==> src/rtl/freq_meter_pkg.sv <==
// rtl/freq_meter_pkg.sv - shared defaults and types for the gated-window frequency meter
package freq_meter_pkg;

  localparam int CLK_HZ_DEFAULT = 50_000_000;
  localparam int HZ_W_DEFAULT   = 28;

  typedef logic [27:0] hz_t;

endpackage

==> src/rtl/edge_sync.sv <==
// rtl/edge_sync.sv - two-flop synchronizer plus rising-edge detector for an async pin
module edge_sync
  import freq_meter_pkg::*;
(
  input  logic clk,
  input  logic rst_s_n,
  input  logic async_in,
  output logic rise
);

  logic meta;
  logic synced;
  logic delayed;

  // Two synchronizer stages, then one delay flop so the edge can be seen as synced & ~delayed
  always_ff @(posedge clk) begin
    if (!rst_s_n) begin
      meta    <= 1'b0;
      synced  <= 1'b0;
      delayed <= 1'b0;
    end else begin
      meta    <= async_in;
      synced  <= meta;
      delayed <= synced;
    end
  end

  assign rise = synced & ~delayed;

endmodule

==> src/rtl/freq_meter.sv <==
// rtl/freq_meter.sv - counts input rising edges over a fixed clock gate and holds the result
module freq_meter
  import freq_meter_pkg::*;
#(
  parameter int CLK_HZ      = CLK_HZ_DEFAULT,
  parameter int GATE_CYCLES = CLK_HZ,
  parameter int HZ_W        = HZ_W_DEFAULT
) (
  input  logic            clk,
  input  logic            rst_s_n,
  input  logic            sample_signal,
  output logic [HZ_W-1:0] hz
);

  localparam int              GW       = $clog2(GATE_CYCLES);
  localparam logic [GW-1:0]   GATE_END = GW'(GATE_CYCLES - 1);
  localparam logic [HZ_W-1:0] HZ_MAX   = '1;

  logic            rise;
  logic [GW-1:0]   gate_cnt;
  logic            gate_end;
  logic [HZ_W-1:0] edge_cnt;
  logic [HZ_W-1:0] edge_next;

  edge_sync u_edge_sync (
    .clk      (clk),
    .rst_s_n  (rst_s_n),
    .async_in (sample_signal),
    .rise     (rise)
  );

  assign gate_end = (gate_cnt == GATE_END);

  // Edge count including the current cycle's rise, held at full scale instead of wrapping
  always_comb begin
    edge_next = edge_cnt;
    if (rise && (edge_cnt != HZ_MAX)) begin
      edge_next = edge_cnt + 1'b1;
    end
  end

  // Gate timer: free-running 0..GATE_CYCLES-1 so windows are back to back
  always_ff @(posedge clk) begin
    if (!rst_s_n) begin
      gate_cnt <= '0;
    end else if (gate_end) begin
      gate_cnt <= '0;
    end else begin
      gate_cnt <= gate_cnt + 1'b1;
    end
  end

  // Edge accumulator and result register; a rise on the closing cycle belongs to the closing gate
  always_ff @(posedge clk) begin
    if (!rst_s_n) begin
      edge_cnt <= '0;
      hz       <= '0;
    end else if (gate_end) begin
      edge_cnt <= '0;
      hz       <= edge_next;
    end else begin
      edge_cnt <= edge_next;
    end
  end

endmodule

==> config.mk <==
export PLATFORM = sky130hd
export DESIGN_NAME = freq_meter
export DESIGN_NICKNAME = d
export VERILOG_FILES = /design/src/rtl/freq_meter_pkg.sv /design/src/rtl/edge_sync.sv /design/src/rtl/freq_meter.sv
export SDC_FILE = /design/constraint.sdc
export NUM_CORES = 1
export LEC_CHECK = 0
export ABC_CLOCK_PERIOD_IN_PS = 2000
export BUFFER_PORTS_ARGS = -buffer_cell sky130_fd_sc_hd__buf_4
export CAP_MARGIN = 5
export CORE_MARGIN = 5
export CORE_UTILIZATION = 43
export DETAILED_ROUTE_END_ITERATION = 10
export GPL_ROUTABILITY_DRIVEN = 0
export HOLD_SLACK_MARGIN = 0.03
export PLACE_DENSITY = 0.66
export SYNTH_ARGS = -nofsm -noshare
export SYNTH_HDL_FRONTEND = slang
export SYNTH_SLANG_ARGS = --single-unit
==> constraint.sdc <==
create_clock -name clk -period 2 [get_ports clk]
set_input_delay 0.4 -clock clk [delete_from_list [all_inputs] [get_ports clk]]
set_output_delay 0.4 -clock clk [all_outputs]
set_load 0.02 [all_outputs]
After elaboration in Yosys (flattened, before gate mapping) --
Cells that the tools add are included. Widths: inputs -> output; s select.
Operators by class: $add $sub $neg 2, eq/ne operators 2, multiplexer cells 1, bitwise operators 3, reductions and logical operators 2
Operators by type and width (count):
- $add 28x1->28 const B | 1
- $mux 28 | 1
- $ne 28x28->1 const B | 1
- $add 26x1->26 const B | 1
- $eq 26x26->1 const B | 1
- $not 1->1 | 2
- $reduce_or 2->1 | 1
- $and 1x1->1 | 1
- $logic_and 1x1->1 | 1
Word-level totals: register bits 85, bits of input ports 3, logic and storage cells 16

Depth between registers and ports, before layout --
depth in word-level cells 4, gate-level depth with buffers 8, mapped depth without buffers 7

Hierarchy --
A second synthesis with hierarchy kept.
Second synthesis, totals: cell total of the unflattened synthesis 439, area total of the unflattened synthesis 3783.6 µm²
By module, submodules not included:
- freq_meter | times used 1, cells each 432, area an instance 3691.0 µm², seq. area each 1641.6 µm²
- edge_sync | times used 1, cells each 7, area an instance 92.6 µm², seq. area each 60.1 µm²

Worst setup path after synthesis --
Ideal clock, no wire load.
path kind register to register, from register edge_cnt[0], to register hz[23], setup time 0.142 ns, arrival 1.823 ns, path slack 0.035 ns, cell stages (with the launch flop) 9, buffers on the path 1, clock period less this slack 1.965 ns, path through dfxtp_1 ha_1 and3_1 buf_2 and4b_4 a2111oi_4 nand4_1 xor2_1 a21oi_1
Between the ends: word-level cells in the longest chain between the ends 3, elaborated cells between the ends (all ways) 4, those cells by class add/sub (1); eq/ne (1); mux (1); reduce/logical (1)
Ends and longest elaborated chain:
- start: declaration | line freq_meter.sv:22 | logic [HZ_W-1:0] edge_cnt;
- start signal: assignment | line freq_meter.sv:62 | edge_cnt <= edge_next;
- branches (longest 2 deep; another with $add 28x1->28)
- $mux 28 * | line freq_meter.sv:37 | if (rise && (edge_cnt != HZ_MAX)) begin
- end signal: assignment | line freq_meter.sv:60 | hz <= edge_next;
- end: declaration | line freq_meter.sv:12 | output logic [HZ_W-1:0] hz
Mark *: on every way between the ends. A chain may end at the register's enable or synchronous reset.

Worst setup path after layout --
from register edge_cnt[1], to register edge_cnt[7]
Between the ends: word-level cells in the longest chain between the ends 3, elaborated cells between the ends (all ways) 4, those cells by class add/sub (1); eq/ne (1); mux (1); reduce/logical (1)
Ends and longest elaborated chain (line):
- branches (longest 2 deep; another with $add 28x1->28)
- $mux 28 * | freq_meter.sv:37
Marked as above.

==> reports/metrics.cfg <==
[outcome]
outcome = completed

[logic_synthesis]
syn_area_per_cell_um2 = 9.92
synth_cells = 364
ys_seq_area_frac = 0.471
synth.distinct_cells = 41
syn_area_um2 = 3610
syn_nets = 369
synth_warnings = 0
ys_seq_elements = 85

[power]
cellLeakagePower_uw = 0.00163
p_comb_frac = 0.025
switching_power_uw = 704
p_clk_frac = 0.409
finalPower_uw = 3020
ir_worst_vdd_mv = 0.392
power.share.sequential = 0.565
p_per_area_nw_per_um2 = 684
p_sw_frac = 0.234
p_int_uw = 2310

[placed_design]
dp_hpwl_mm = 5.16
place.port_buffers = 30
placed_area_um2 = 4180

[drt]
drtIter0Drc = 84
drt_pass1_iterations = 5
route.detailed.drc = 0
num_vias = 2696
routedWlPerCell_um = 13.9
viasPerCell = 5.04
drtAntennaViolNets = 0
drt_wl_total_mm = 7.45

[global_routing]
busiest_layer = met2
grt_pass1_vias = 2809
grt_overflow = 0
gr-usage-met2 = 0.259
use_met1 = 0.197
met3_usage = 0.0393
grt_pass1_wl_mm = 12.8
grt_usage = 0.156
antenna_found_initial = 0
grt_max_degree = 54

[clock_network]
cts_root_buffer = clkbuf_8
clk_path_buf_depth = 2
cts_buffers = 9
cts.clk_slew.worst_paths_ps = 90
cts.sinks = 85
ctsHoldBuffers = 0
h-tree-depth = 3
cts_tree = built
clk_latency_ps = 360

[floorplanning]
die_h_um = 102
start_util = 0.439
die_area_um2 = 10300
row_count = 33
dieWidth_um = 102
io_pins = 31
core_area_um2 = 8220

[worst_setup_path]
r2r-start = edge_cnt[1]$_SDFF_PP0_
crit_type = reg2reg
crit_start = edge_cnt[1]$_SDFF_PP0_
worstPathMaxFanout = 8
crit_chain = ha_1 > and3_1 > and4b_4 > buf_4 > a31oi_4 > nand4_1 > xor2_1 > nor2_1
crit_path_start_kind = flip-flop
required_ps = 2250
endpoint_kind = flip-flop
critPathMaxStageDelay_ps = 340
arrival_ps = 2130
slowest_stage = dfxtp_2

[timing]
skew_ps = 9.79
tns_ps = 0
tightest_slew_ps = 365
hold_viol_final = 0
slew_viol_final = 0
hold_slack_ps = 249
rsz0062_at_grt = yes
setup_violations = 0
fin_crit_ps = 1890
fmax_mhz = 530
fin_crit_sh = 0.943
relSlewSlack = 0.757

[final_layout]
drive_gt1_frac = 0.281
nets = 431
final_area_um2 = 4410
syn2layout_area_growth_pct = 22.1
diodes = 0

[min_path]
min_from = sample_signal
hold_path.class = in2reg

[flow_run]
drv_cap = 0

==> layout make-up <==
type | instances | area (um2)
inverter | 5 | 18.8
clock inverter | 6 | 71.3
clock buffer | 9 | 124
timing repair buffer | 63 | 514
tap | 105 | 131
sequential | 85 | 1700
multi-input combinational | 262 | 1840
fill | 761 | 3810
==> cells by family after synthesis <==
kind of cell,share of synthesized area
buf+inv,0.0267
compound gates,0.130
mux,0.00832
xor+xnor,0.114
fa+ha+maj,0.00693
flops,0.471
simple gates,0.243
==> worst paths after layout <==
path                                                 endpoint  slack [ps]  cells after the start
worst max register to register         edge_cnt[7]$_SDFF_PP0_         110                      8
worst max-delay path                   edge_cnt[7]$_SDFF_PP0_         110                      8
worst min register to register  u_edge_sync.synced$_SDFF_PN0_         440                      1
worst min-delay path              u_edge_sync.meta$_SDFF_PN0_         250                      2
==> worst max-delay path: cells and delay by family, from the launching register on <==
family          cells  cell delay (ps)
xor+xnor            1              240
fa+ha+maj           1              190
simple gates        4              630
flops               1              340
buf+inv             1              140
compound gates      1              240
==> synth_stat cells, drive strengths merged <==
cell type / n / share of area
ha: 2 / 0.0069
or3: 3 / 0.0066
clkbuf: 6 / 0.0062
o2bb2ai: 20 / 0.083
nand2: 24 / 0.026
mux2i: 3 / 0.0083
buf: 6 / 0.015
a21oi: 9 / 0.012
nand3: 17 / 0.026
xnor2: 25 / 0.061
o22ai: 1 / 0.0017
inv: 5 / 0.0052
nor2b: 2 / 0.0042
nand4: 12 / 0.021
nor4b: 1 / 0.0042
o21ai: 11 / 0.015
xor2: 22 / 0.053
and3: 10 / 0.018
nor4: 2 / 0.0094
nor3: 6 / 0.011
and4: 10 / 0.024
dfxtp: 85 / 0.47
a31oi: 3 / 0.0094
nand2b: 1 / 0.0017
and2: 10 / 0.018
nor2: 65 / 0.068
a2111oi: 1 / 0.0076
and4b: 1 / 0.0038
or2: 1 / 0.0017
==> layer usage <==
metal / part of all wire / up-vias / wire length, um
li1: - / 1380 / -
met3: 0.032 / 6 / 242
met4: 0.011 / 0 / 83
met1: 0.47 / 1271 / 3530
met5: 0 / - / 0
met2: 0.48 / 39 / 3590
==> cell usage in the layout (no fill, tap or decap), drive strengths merged, types with 6 or more instances in the layout <==
master	instances
a21oi	9
and2	10
and3	10
and4	10
buf	63
clkbuf	9
dfxtp	85
inv	8
nand2	24
nand3	17
nand4	12
nor2	65
nor3	6
o21ai	11
o2bb2ai	20
xnor2	25
xor2	22
==> registers in the layout, summed over array words and instances (netlist names) <==
name                 cells
u_edge_sync.meta         1
u_edge_sync.delayed      1
edge_cnt                28
gate_cnt                26
hz                      28
u_edge_sync.synced       1
==> power groups by stage <==
stage,clock [uW],combinational (uW),sequential (uW)
2_1_floorplan,0,46.2,1740
5_1_grt,1340,83.6,1710
6_report,1230,76.5,1710
4_1_cts,1270,76.4,1710
3_3_place_gp,0,74.6,1740
3_5_place_dp,0,76.0,1740
==> through the flow <==
step / cells / util / setup WS (ps)
final: 535 / 0.536 / 113
after floorplan: 364 / - / 35.1
after detailed placement: 519 / 0.508 / 53.3
after global routing: 535 / 0.536 / 0.0564
after CTS: 534 / 0.532 / 29.7
after global placement: 519 / 0.508 / 98.3
==> repair_timing <==
action / CTS / global route
setup buffers: 0 / 1
endpoints found under the setup margin: 0 / 37
gates resized for setup: 0 / 7
endpoints found under the hold margin: 0 / 0
Note: power is estimated with default switching activity, not from simulation.
